===== config.mk =====
export PLATFORM = sky130hd
export DESIGN_NAME = emac_tx_framer_flat
export DESIGN_NICKNAME = d
export VERILOG_FILES = /design/src/rtl/emac_tx_framer_pkg.sv /design/src/rtl/emac_tx_framer_if.sv /design/src/rtl/emac_tx_framer_cnt.sv /design/src/rtl/emac_tx_framer.sv /design/src/flat_wrapper.sv
export SDC_FILE = /design/constraint.sdc
export NUM_CORES = 1
export LEC_CHECK = 0
export CAP_MARGIN = 5
export CORE_MARGIN = 1.5
export CORE_UTILIZATION = 25
export CTS_CLUSTER_SIZE = 10
export DETAILED_ROUTE_END_ITERATION = 16
export PLACE_DENSITY = 0.45
export RECOVER_POWER = 100
export SKIP_CTS_REPAIR_TIMING = 1
export SYNTH_ARGS = -nofsm -noshare
export SYNTH_HDL_FRONTEND = slang
export SYNTH_SLANG_ARGS = --single-unit

===== constraint.sdc =====
create_clock -name Clk_user -period 3.2 [get_ports Clk_user]
set_input_delay 0.96 -clock Clk_user [delete_from_list [all_inputs] [get_ports Clk_user]]
set_output_delay 0.96 -clock Clk_user [all_outputs]
set_load 0.05 [all_outputs]

===== src/rtl/emac_tx_framer_pkg.sv =====
// emac_tx_framer_pkg: shared state encoding, parameter defaults and length helpers for the TX framer.
// No ports. Provides state_t, DEF_MAX_LEN, DEF_TIMEOUT, MOD_ALL, eop_mod(), word_count().
package emac_tx_framer_pkg;

    typedef enum logic [1:0] {IDLE, SEND, ABORT, DRAIN} state_t;

    localparam int unsigned DEF_MAX_LEN = 1518;
    localparam int unsigned DEF_TIMEOUT = 255;

    // A mod value of 0 means all four byte lanes of the word are valid.
    localparam logic [1:0] MOD_ALL = 2'd0;

    function automatic logic [1:0] eop_mod(input logic [15:0] len);
        return len[1:0];
    endfunction

    function automatic logic [15:0] word_count(input logic [15:0] len);
        return 16'((32'(len) + 32'd3) >> 2);
    endfunction

endpackage


===== src/rtl/emac_tx_framer_if.sv =====
// emac_tx_framer_if: command, payload and MAC TX adapter signals of the framer.
// master = framer side, slave = environment side.
// cmd_valid/cmd_ready/cmd_len : per-frame byte-length command
// src_valid/src_ready/src_data: payload word stream
// ff_tx_*                     : words toward the MAC TX adapter; ff_tx_rdy / tx_ff_uflow come back
interface emac_tx_framer_if;
    logic        cmd_valid;
    logic        cmd_ready;
    logic [15:0] cmd_len;
    logic        src_valid;
    logic        src_ready;
    logic [31:0] src_data;
    logic [31:0] ff_tx_data;
    logic [1:0]  ff_tx_mod;
    logic        ff_tx_sop;
    logic        ff_tx_eop;
    logic        ff_tx_wren;
    logic        ff_tx_err;
    logic        ff_tx_rdy;
    logic        tx_ff_uflow;

    modport master (
        input  cmd_valid, cmd_len, src_valid, src_data, ff_tx_rdy, tx_ff_uflow,
        output cmd_ready, src_ready, ff_tx_data, ff_tx_mod, ff_tx_sop, ff_tx_eop, ff_tx_wren, ff_tx_err
    );

    modport slave (
        output cmd_valid, cmd_len, src_valid, src_data, ff_tx_rdy, tx_ff_uflow,
        input  cmd_ready, src_ready, ff_tx_data, ff_tx_mod, ff_tx_sop, ff_tx_eop, ff_tx_wren, ff_tx_err
    );
endinterface


===== src/rtl/emac_tx_framer_cnt.sv =====
// emac_tx_framer_cnt: 16-bit status counter that sticks at 16'hFFFF.
// Clk_user/Reset: clock and sync active-high clear; inc: count this cycle; count: current value.
module emac_tx_framer_cnt (
    input  logic        Clk_user,
    input  logic        Reset,
    input  logic        inc,
    output logic [15:0] count
);
    always_ff @(posedge Clk_user) begin
        if (Reset)
            count <= '0;
        else if (inc && count != 16'hFFFF)
            count <= count + 16'd1;
    end
endmodule


===== src/rtl/emac_tx_framer.sv =====
// emac_tx_framer: turns a length command plus a 32-bit payload stream into sop/eop-framed MAC TX words.
// Clk_user/Reset: clock and sync active-high reset; bus: emac_tx_framer_if.master;
// busy: not IDLE; frames_sent / frames_aborted: saturating frame counters.
module emac_tx_framer
    import emac_tx_framer_pkg::*;
#(
    parameter int unsigned MAX_LEN = DEF_MAX_LEN,
    parameter int unsigned TIMEOUT = DEF_TIMEOUT
) (
    input  logic             Clk_user,
    input  logic             Reset,
    emac_tx_framer_if.master bus,
    output logic             busy,
    output logic [15:0]      frames_sent,
    output logic [15:0]      frames_aborted
);
    state_t      state;
    logic [1:0]  len_mod;
    logic [15:0] words_left;
    logic [15:0] idle_cnt;
    logic        sent_any;
    logic        cmd_hs, src_hs, last, too_long, timeout_hit, sent_inc, abort_inc;

    assign cmd_hs      = bus.cmd_valid && bus.cmd_ready;
    assign src_hs      = bus.src_valid && bus.src_ready;
    assign last        = words_left == 16'd1;
    assign too_long    = 32'(bus.cmd_len) > MAX_LEN;
    assign timeout_hit = 32'(idle_cnt) + 32'd1 >= TIMEOUT;
    // DRAIN swallows words regardless of downstream space.
    assign bus.src_ready = (state == DRAIN) || (state == SEND && bus.ff_tx_rdy);
    assign busy      = state != IDLE;
    assign sent_inc  = state == SEND && src_hs && last;
    assign abort_inc = (state == ABORT && bus.ff_tx_rdy) ||
                       (state == IDLE && cmd_hs && (bus.cmd_len == 16'd0 || too_long));

    always_ff @(posedge Clk_user) begin
        if (Reset) begin
            state          <= IDLE;
            len_mod        <= '0;
            words_left     <= '0;
            idle_cnt       <= '0;
            sent_any       <= 1'b0;
            bus.cmd_ready  <= 1'b0;
            bus.ff_tx_data <= '0;
            bus.ff_tx_mod  <= '0;
            bus.ff_tx_sop  <= 1'b0;
            bus.ff_tx_eop  <= 1'b0;
            bus.ff_tx_wren <= 1'b0;
            bus.ff_tx_err  <= 1'b0;
        end else begin
            bus.ff_tx_wren <= 1'b0;
            bus.ff_tx_err  <= 1'b0;
            // Every entry into IDLE holds cmd_ready low for one cycle, so a new
            // command is never taken in the same cycle the eop word is presented.
            bus.cmd_ready  <= 1'b0;
            case (state)
                IDLE: begin
                    bus.cmd_ready <= 1'b1;
                    if (cmd_hs) begin
                        len_mod    <= eop_mod(bus.cmd_len);
                        words_left <= word_count(bus.cmd_len);
                        idle_cnt   <= '0;
                        sent_any   <= 1'b0;
                        if (bus.cmd_len != 16'd0) begin
                            state         <= too_long ? DRAIN : SEND;
                            bus.cmd_ready <= 1'b0;
                        end
                    end
                end
                SEND: begin
                    if (src_hs) begin
                        bus.ff_tx_wren <= 1'b1;
                        bus.ff_tx_data <= bus.src_data;
                        bus.ff_tx_sop  <= !sent_any;
                        bus.ff_tx_eop  <= last;
                        bus.ff_tx_mod  <= last ? len_mod : MOD_ALL;
                        words_left     <= words_left - 16'd1;
                        sent_any       <= 1'b1;
                        idle_cnt       <= '0;
                        // A word accepted alongside an underflow is still sent before aborting.
                        if (last)
                            state <= IDLE;
                        else if (bus.tx_ff_uflow)
                            state <= ABORT;
                    end else begin
                        idle_cnt <= idle_cnt + 16'd1;
                        if (timeout_hit || bus.tx_ff_uflow)
                            state <= ABORT;
                    end
                end
                ABORT: begin
                    if (bus.ff_tx_rdy) begin
                        bus.ff_tx_wren <= 1'b1;
                        bus.ff_tx_data <= '0;
                        bus.ff_tx_sop  <= !sent_any;
                        bus.ff_tx_eop  <= 1'b1;
                        bus.ff_tx_mod  <= MOD_ALL;
                        bus.ff_tx_err  <= 1'b1;
                        state          <= words_left != 16'd0 ? DRAIN : IDLE;
                    end
                end
                DRAIN: begin
                    if (src_hs) begin
                        words_left <= words_left - 16'd1;
                        if (words_left <= 16'd1)
                            state <= IDLE;
                    end
                end
                default: state <= IDLE;
            endcase
        end
    end

    emac_tx_framer_cnt u_sent (
        .Clk_user(Clk_user),
        .Reset   (Reset),
        .inc     (sent_inc),
        .count   (frames_sent)
    );

    emac_tx_framer_cnt u_aborted (
        .Clk_user(Clk_user),
        .Reset   (Reset),
        .inc     (abort_inc),
        .count   (frames_aborted)
    );
endmodule


===== src/flat_wrapper.sv =====
// flat-port wrapper written by rule: the top's interface ports become plain ports
module emac_tx_framer_flat import emac_tx_framer_pkg::*;
#(
    parameter int unsigned MAX_LEN = DEF_MAX_LEN,
    parameter int unsigned TIMEOUT = DEF_TIMEOUT
)
  (Clk_user, Reset, busy, frames_sent, frames_aborted, bus_cmd_valid, bus_cmd_len, bus_src_valid, bus_src_data, bus_ff_tx_rdy, bus_tx_ff_uflow, bus_cmd_ready, bus_src_ready, bus_ff_tx_data, bus_ff_tx_mod, bus_ff_tx_sop, bus_ff_tx_eop, bus_ff_tx_wren, bus_ff_tx_err);
  emac_tx_framer_if bus_i ();
  input  logic Clk_user;
  input  logic Reset;
  output logic busy;
  output logic [15:0] frames_sent;
  output logic [15:0] frames_aborted;
  input wire logic [$bits(bus_i.cmd_valid)-1:0] bus_cmd_valid;
  input wire logic [$bits(bus_i.cmd_len)-1:0] bus_cmd_len;
  input wire logic [$bits(bus_i.src_valid)-1:0] bus_src_valid;
  input wire logic [$bits(bus_i.src_data)-1:0] bus_src_data;
  input wire logic [$bits(bus_i.ff_tx_rdy)-1:0] bus_ff_tx_rdy;
  input wire logic [$bits(bus_i.tx_ff_uflow)-1:0] bus_tx_ff_uflow;
  output wire logic [$bits(bus_i.cmd_ready)-1:0] bus_cmd_ready;
  output wire logic [$bits(bus_i.src_ready)-1:0] bus_src_ready;
  output wire logic [$bits(bus_i.ff_tx_data)-1:0] bus_ff_tx_data;
  output wire logic [$bits(bus_i.ff_tx_mod)-1:0] bus_ff_tx_mod;
  output wire logic [$bits(bus_i.ff_tx_sop)-1:0] bus_ff_tx_sop;
  output wire logic [$bits(bus_i.ff_tx_eop)-1:0] bus_ff_tx_eop;
  output wire logic [$bits(bus_i.ff_tx_wren)-1:0] bus_ff_tx_wren;
  output wire logic [$bits(bus_i.ff_tx_err)-1:0] bus_ff_tx_err;
  assign bus_i.cmd_valid = bus_cmd_valid;
  assign bus_i.cmd_len = bus_cmd_len;
  assign bus_i.src_valid = bus_src_valid;
  assign bus_i.src_data = bus_src_data;
  assign bus_i.ff_tx_rdy = bus_ff_tx_rdy;
  assign bus_i.tx_ff_uflow = bus_tx_ff_uflow;
  assign bus_cmd_ready = bus_i.cmd_ready;
  assign bus_src_ready = bus_i.src_ready;
  assign bus_ff_tx_data = bus_i.ff_tx_data;
  assign bus_ff_tx_mod = bus_i.ff_tx_mod;
  assign bus_ff_tx_sop = bus_i.ff_tx_sop;
  assign bus_ff_tx_eop = bus_i.ff_tx_eop;
  assign bus_ff_tx_wren = bus_i.ff_tx_wren;
  assign bus_ff_tx_err = bus_i.ff_tx_err;
  emac_tx_framer #(.MAX_LEN(MAX_LEN), .TIMEOUT(TIMEOUT)) u_core (.Clk_user(Clk_user), .Reset(Reset), .bus(bus_i), .busy(busy), .frames_sent(frames_sent), .frames_aborted(frames_aborted));
endmodule

* After elaboration in Yosys (flattened, before gate mapping)
Cells that the tools add are included.
** Word-level totals
- Word-level logic and storage cells :: 111
- Bits in registers :: 108
- Input port bits :: 54
** Cells by class
- Reductions and logical operators :: 32
- Equal/unequal tests :: 15
- Multiplexer cells :: 39
- Bitwise operators :: 2
- $lt $le $gt $ge :: 3
- Add/sub/neg operators :: 6
** Operators with widths (count)
- $mux 16 :: 4
- $mux 32 :: 2
- $pmux 16 s2 :: 2
- $pmux 32 s2 :: 1
- $add 16x1->16 const B :: 3
- $ge 32x8->1 const B :: 1
- $ne 16x16->1 const B :: 2
- $reduce_bool 16->1 :: 2
- $mux 2 :: 14
- $add 16x1->17 const B :: 1
- $add 16x2->17 const B :: 1
- $eq 16x1->1 const B :: 1
- $gt 16x11->1 const B :: 1
- $le 16x1->1 const B :: 1
- $logic_not 16->1 :: 1
- $sub 16x1->16 const B :: 1
- $logic_and 1x1->1 :: 10
- $mux 1 :: 10
- $reduce_and 3->1 :: 3
- $ne 2x1->1 const B :: 4
- $pmux 1 s2 :: 4
- $pmux 2 s4 :: 1
- $reduce_bool 2->1 :: 4
- $reduce_and 7->1 :: 1
- 12 further kinds :: 22

* Logic depth before layout (Yosys ltp)
Gate-level depths: netlist of run 1.
- Word-level depth :: 7
- Depth in mapped cells :: 10
- Mapped depth without buffers :: 9

* Hierarchy
A second synthesis of run 1 with hierarchy kept.
** Unflattened totals
- Cell total of the unflattened synthesis :: 743
- Area, all modules :: 5874.4 µm²
** Modules (own cells, without submodules)
- emac_tx_framer :: area an instance 4177.8 µm², seq. area each 1521.5 µm², cells each 545, instances 1
- emac_tx_framer_cnt :: area an instance 848.3 µm², seq. area each 320.3 µm², cells each 99, instances 2

* Least setup slack after synthesis of run 1
No wires, ideal clock.
- Path type :: input to register
- Start :: in bus_cmd_len[10]
- End :: reg u_core.u_aborted.count[5]
- Path buffers :: 2
- Arrival time :: 2.697 ns
- Library setup time :: 0.128 ns
- Setup slack :: 0.376 ns
- Required time :: 3.072 ns
- Stages :: 9
- Cell sequence :: clkbuf_1 > nor4_1 > nand4_1 > o41a_1 > a21oi_1 > clkbuf_1 > nand4_1 > xor2_1 > nor2_1
** Between the ends
- Word-level cells in the longest chain between the ends :: 5
** Ends and longest elaborated chain
- from (decl) :: line flat_wrapper.sv:15 : input wire logic [$bits(bus_i.cmd_len)-1:0] bus_cmd_len;
- $gt 16x11->1 / $logic_not 16->1 (equally long branches) :: line emac_tx_framer.sv:27, emac_tx_framer.sv:34
- $logic_or 1x1->1 * :: line emac_tx_framer.sv:34 : (state == IDLE && cmd_hs && (bus.cmd_len == 16'd0 || too_long));
- $logic_and 1x1->1 * :: line emac_tx_framer.sv:34
- $logic_or 1x1->1 * :: line emac_tx_framer.sv:33 : assign abort_inc = (state == ABORT && bus.ff_tx_rdy) ||
- $logic_and 1x1->1 * :: line emac_tx_framer_cnt.sv:12 : else if (inc && count != 16'hFFFF)
- to (signal assigned) :: line emac_tx_framer_cnt.sv:13 : count <= count + 16'd1;
- to (decl) :: line emac_tx_framer_cnt.sv:7 : output logic [15:0] count
Mark *: on every way between the ends. The rest lies on a longest branch, timed or not.
A chain may end at the register's enable or synchronous reset.

* Final worst setup path of run 1
- Start :: in bus_ff_tx_rdy
- End :: out bus_src_ready
** Between the ends
- Word-level cells in the longest chain between the ends :: 2
** Ends and longest elaborated chain
- from (decl) :: line flat_wrapper.sv:18 : input wire logic [$bits(bus_i.ff_tx_rdy)-1:0] bus_ff_tx_rdy;
- $logic_and 1x1->1 :: line emac_tx_framer.sv:30 : assign bus.src_ready = (state == DRAIN) || (state == SEND && bus.ff_tx_rdy);
- $logic_or 1x1->1 :: line emac_tx_framer.sv:30
- to (decl) :: line flat_wrapper.sv:21 : output wire logic [$bits(bus_i.src_ready)-1:0] bus_src_ready;
No other way between the ends.

==> flow_summary.toml, run 1 <==
[power]
power.leakage_nw = 2.85
p_per_area_mw_per_mm2 = 781
vdd_drop_max_v = 0.000433

[worst_hold_path]
hold_path_class = "reg2reg"
hold_path_startpoint = "u_core.bus.ff_tx_eop$_SDFFE_PP0P_"
hold_path_depth = 2
hold_path_end = "u_core.bus.ff_tx_eop$_SDFFE_PP0P_"

[worst_setup_path]
critical_path_buf_inv_count = 3
reg2reg_from = "u_core.words_left[11]$_SDFFE_PP0P_"
crit_required_ps = 2240
startpoint = "bus_ff_tx_rdy"
critPathMaxFanout = 3
slowest_stage = "dlygate4sd3_1"
crit_family = "buffers and inverters"
end_kind = "output port"
cp_common_cell = "nand2_1"
cp_cell_sequence = "dlygate4sd3_1 > clkbuf_1 > nand2_1 > nand2_1 > buf_12"
crit_path_start_kind = "input pin"
rr_worst_depth = 9
cp.arrival_ps = 2110
cp_slowest_stage_delay_ps = 590
reg2reg_to = "u_core.u_sent.count[11]$_SDFFE_PP0P_"
path_depth = 5
worstSetupPathType = "in2out"
r2r_slack_ps = 330

[synth]
synthFlopType = "dfxtp_1"
synth.most_common_cell = "dfxtp_1"
synthCells = 668
syn-cell-area_mm2 = 0.00537
synth_common_cells = "dfxtp_1, nor2_1, nand2_1, a21oi_1, clkbuf_1"
synth_edf_count = 0
syn_avg_cell_area_um2 = 8.04
synth-warning-count = 0
ys_seq_area_frac = 0.403
syn_nets = 733
synth_area_leaders = "dfxtp_1, nor2_1, a22oi_1, xor2_1, a21oi_1"
synth_top_area_frac = 0.403
ys_types = 54
ys_ff_latch = 108
yosys.area.top_type = "dfxtp_1"
synthArstFlopShare = 0

[cts]
cts_sinks = 108
clk_pin_slew_worst_paths_ps = 90
cts_max_path_buffers = 2
cts_tree = "yes"
insertion_delay_ps = 360
cts_root_buf = "clkbuf_16"
cts_htree_levels = 3
cts-buffers-inserted = 9

[routing]
drt_wl_total_um = 16000
drt-pass1-iter-count = 4
antenna_left = 0
vias = 5267
viasPerCell = 4.86
route.detailed.drc = 0
post_drt_wl_per_cell_um = 14.7
first_iter_violations = 294

[global_routing]
antenna_found_initial = 0
grt_util_all_layers = 0.147
grt_pass1_vias = 5182
grt_pass1_wl_um = 26300
overflow = 0
grt_start_max_net_pins = 63

[finish]
fin_area_mm2 = 0.00743
register_area_mm2 = 0.00216
fin_nets = 869
area_growth_pct = 38.4
drive_above_1_share = 0.0766
fill_cells = 2156
diodes = 0
multi_input_area_mm2 = 0.00299
final-instance-count-excl-fill = 1084

[sta]
fmax_mhz = 326
grt_setup_unrepaired = "no"
finalCritPeriodShare = 0.958
finalMaxSlewViolations = 0
worstMarginPinSlew_ps = 1160
skew_ps = 13.2
holdWs_ps = 475
setup-violations-final = 0
hold_viol_final = 0
finalCriticalPeriod_ps = 3070
tns_ps = 0
slew_headroom = 0.225

[floorplanning]
die_width_um = 150
rows = 53
start_util = 0.255
ios = 127
dieArea_mm2 = 0.0224
die_h_um = 150
core_mm2 = 0.0210

[placement]
hpwl_um = 11600
io_buffers = 126
placed_cells = 1068
place_area_mm2 = 0.00715
gp_congestion = 0.795

[run]
drv_cap = 0

[outcome]
status = "finished clean"
## power breakdown
group	internal (mW)	leakage, nW	switching [mW]
clock network	0.564	0.151	0.594
registers	1.62	0.877	0.198
logic	0.966	1.82	1.87
total	3.15	2.85	2.66
## cells in the final DEF, fill, tap and decap left out, types with 8 or more instances in the layout
| master | netlist | routed |
|---|---|---|
| dfxtp_1 | 108 | 108 |
| nor2_1 | 106 | 105 |
| dlygate4sd3_1 | 0 | 74 |
| nand2_1 | 53 | 53 |
| clkdlybuf4s50_1 | 0 | 50 |
| a21oi_1 | 45 | 45 |
| o21ai_0 | 37 | 37 |
| a22oi_1 | 36 | 36 |
| buf_4 | 0 | 29 |
| nand3_1 | 27 | 27 |
| xor2_1 | 27 | 27 |
| nand4_1 | 17 | 17 |
| nor3_1 | 14 | 16 |
| inv_1 | 15 | 15 |
| xnor2_1 | 15 | 15 |
| nor4_1 | 14 | 14 |
| and3_1 | 11 | 11 |
| ha_1 | 11 | 11 |
| clkbuf_16 | 0 | 9 |
| a31oi_1 | 8 | 8 |
## how the worst max path moves through the flow
stage                                                  end  slack (ps)
floorplan           u_core.u_aborted.count[5]$_SDFFE_PP0P_         380
global placement     u_core.bus.ff_tx_data[8]$_SDFFE_PP0P_         -60
detailed placement   u_core.bus.ff_tx_data[3]$_SDFFE_PP0P_         -80
CTS                                                   busy         240
global route                                 bus_src_ready          80
finish                                       bus_src_ready         130
## logic make-up after synthesis
kind of cell | synth area share
AOI/OAI and AO/OA | 0.192
DFF | 0.403
xor gates and xnor gates | 0.0685
and+or+nand+nor | 0.260
adders and majority gates | 0.0256
buffers and inverters | 0.0396
muxes | 0.0114
## tightest hold or removal path: cells and delay by family, from the launching register on
family          cells  cell delay (ps)
compound gates      1               60
flops               1              320
buf+inv             1               50
## registers in the layout (all words and copies together), names as in the netlist, 2 cells and up
signal,flops
u_core.u_sent.count,16
u_core.state,2
u_core.words_left,16
u_core.u_aborted.count,16
u_core.bus.ff_tx_mod,2
u_core.len_mod,2
u_core.idle_cnt,16
u_core.bus.ff_tx_data,32
## cell type report
type,count,share of cell area
Multi-Input combinational cell,504,0.402
Sequential cell,108,0.291
Timing Repair Buffer,166,0.212
Tap cell,275,0.0463
Clock buffer,9,0.0303
Clock inverter,7,0.0113
Inverter,15,0.00758
## stage by stage
step | util | power [mW] | worst slack (ps)
global route | 0.353 | 6.20 | 78.4
finish | 0.353 | 5.80 | 134
CTS | 0.355 | 5.97 | 239
floorplan | - | 3.76 | 376
global placement | 0.340 | 4.74 | -60.1
detailed placement | 0.340 | 4.78 | -84.8
## layer usage
metal / global-route usage / wire length [um]
met5: 0 / 0
met1: 0.184 / 7320
met4: 0.0406 / 249
met3: 0.0442 / 852
met2: 0.243 / 7540
Power figures use the tool's default switching activity.
==> run 2: changes to the inputs <==
ABC_CLOCK_PERIOD_IN_PS = 3200   (was not set)
==> results of run 2 <==
The final DEF is identical to that of run 1; final timing and power are the same.
==> run 3: changes to the inputs <==
ABC_CLOCK_PERIOD_IN_PS = 3900   (was 3200)
clock period = 3.9 ns   (was 3.2 ns; I/O delays follow)
==> run 3 against run 2 <==
Flip-flop and latch count is the same. Clock skew grew 0.94 ps. Via count shrank 0.11%. Global-route usage shrank 0.053 points. Cell area shrank 2.7%. Critical path depth shrank 1. First-iteration DRC count shrank 13%. Register-to-register slack gained 770 ps. Die area is the same. Largest cell class unchanged. Combinational power shrank 20%. Clock power shrank 19%. Critical path type is now reg2out. Setup slack gained 370 ps.
==> flow_summary.toml, run 3 (synthesis results as in run 1) <==
[worst_setup_path]
crit_family = "buffers and inverters"
end_kind = "output port"
rr_worst_depth = 8
startpoint = "u_core.state[0]$_SDFFE_PP0P_"
worstSetupPathType = "reg2out"
crit_required_ps = 2730
reg2reg_from = "u_core.words_left[11]$_SDFFE_PP0P_"
cp_cell_sequence = "inv_1 > ha_1 > inv_1 > dlygate4sd3_1"
worstSetupEndpoint = "busy"
path_depth = 4
critical_path_buf_inv_count = 3
reg2reg_to = "u_core.u_sent.count[13]$_SDFFE_PP0P_"
critPathMaxFanout = 11
crit_path_start_kind = "flop"
slowest_stage = "dlygate4sd3_1"
cp.arrival_ps = 2220
r2r_slack_ps = 1100
cp_common_cell = "inv_1"
cp_slowest_stage_delay_ps = 890

[global_routing]
grt_pass1_vias = 5177
grt_util_all_layers = 0.146
antenna_found_initial = 0
overflow = 0
grt_start_max_net_pins = 63
grt_pass1_wl_um = 26300

[power]
power.leakage_nw = 2.72
p_per_area_mw_per_mm2 = 650
vdd_drop_max_v = 0.000372

[routing]
first_iter_violations = 256
route.detailed.drc = 0
drt-pass1-iter-count = 4
drt_wl_total_um = 16300
vias = 5261
post_drt_wl_per_cell_um = 15.4
antenna_left = 0
viasPerCell = 4.97

[finish]
final_cell_mix = "dfxtp_1, nor2_1, dlygate4sd3_1"
area_growth_pct = 34.6
mostFrequentLayoutCell = "dfxtp_1"
fin_area_mm2 = 0.00723
diodes = 0
drive_above_1_share = 0.0473
largest-register = "u_core.bus.ff_tx_data"
largest_reg_flops = 32
fin_nets = 843

[floorplanning]
dieArea_mm2 = 0.0224
core_mm2 = 0.0210
ios = 127
die_h_um = 150
die_width_um = 150
rows = 53
start_util = 0.255

[sta]
finalCritPeriodShare = 0.870
tns_ps = 0
finalMaxSlewViolations = 0
worstMarginPinSlew_ps = 991
setup-violations-final = 0
fmax_mhz = 295
holdWs_ps = 477
slew_headroom = 0.333
skew_ps = 14.2
finalCriticalPeriod_ps = 3390
hold_viol_final = 0
grt_setup_unrepaired = "no"

[worst_hold_path]
hold_path_class = "reg2reg"
hold_path_depth = 2

[cts]
cts_max_path_buffers = 2
cts-buffers-inserted = 9
cts_htree_levels = 3
insertion_delay_ps = 360
cts_sinks = 108
clk_pin_slew_worst_paths_ps = 90
cts_root_buf = "clkbuf_16"
cts_tree = "yes"

[placement]
io_buffers = 126
gp_congestion = 0.779
place_area_mm2 = 0.00694
hpwl_um = 11400

[run]
drv_cap = 0

[outcome]
status = "finished clean"
[run 3: cell types whose count changed in the layout (fill, tap and decap cells not counted), sizes merged]
cell           before  now
buf                32   11
clkbuf             19   14
clkdlybuf4s50      50   49
clkinv              3    4
dlygate4sd3        74   75
inv                19   18
[run 3: worst min-delay path: cells and delay by family, from the launching register on]
kind                   cells  cell delay (ps)
buffers and inverters      1               50
AO/OA/AOI/OAI              1               60
flip-flops                 1              320
[run 3: metrics by stage]
step           worst slack, ps  power [mW]  cells  utilization
2_1_floorplan              866        3.09    668            -
3_3_place_gp               401        3.81   1042        0.330
3_5_place_dp               371        3.85   1042        0.330
4_1_cts                    568        4.82   1058        0.345
5_1_grt                    338        5.01   1058        0.344
6_report                   507        4.70   1058        0.344
[run 3: report_power, final]
| group | total (mW) | internal [mW] | leakage [nW] | switching [mW] |
|---|---|---|---|---|
| logic | 2.26 | 0.726 | 1.70 | 1.54 |
| clock network | 0.945 | 0.457 | 0.148 | 0.488 |
| registers | 1.49 | 1.33 | 0.877 | 0.165 |
[run 3: area by class of cell]
type | instances | area (um^2)
fillers | 2222 | 13800
multi-input cells | 504 | 2990
flip-flops and latches | 108 | 2160
repair buffers | 140 | 1370
well taps | 275 | 344
clock buffers | 9 | 225
clock inverters | 7 | 78.8
inverters | 15 | 56.3
[run 3: worst min path at each step]
stage / from / endpoint / slack (ps)
detailed placement: u_core.bus.ff_tx_eop$_SDFFE_PP0P_ / u_core.bus.ff_tx_eop$_SDFFE_PP0P_ / 460
finish: u_core.bus.ff_tx_eop$_SDFFE_PP0P_ / u_core.bus.ff_tx_eop$_SDFFE_PP0P_ / 480
global route: u_core.words_left[14]$_SDFFE_PP0P_ / u_core.words_left[14]$_SDFFE_PP0P_ / 500
floorplan: u_core.words_left[14]$_SDFFE_PP0P_ / u_core.words_left[14]$_SDFFE_PP0P_ / 450
CTS: u_core.words_left[14]$_SDFFE_PP0P_ / u_core.words_left[14]$_SDFFE_PP0P_ / 480
global placement: u_core.bus.ff_tx_eop$_SDFFE_PP0P_ / u_core.bus.ff_tx_eop$_SDFFE_PP0P_ / 460
[run 3: routing by layer]
metal	track usage	vias to the layer above	share of wire
met5	0	-	0
met4	0.0495	0	0.018
met3	0.0421	18	0.055
met2	0.241	117	0.48
met1	0.182	2504	0.45
li1	-	2622	-
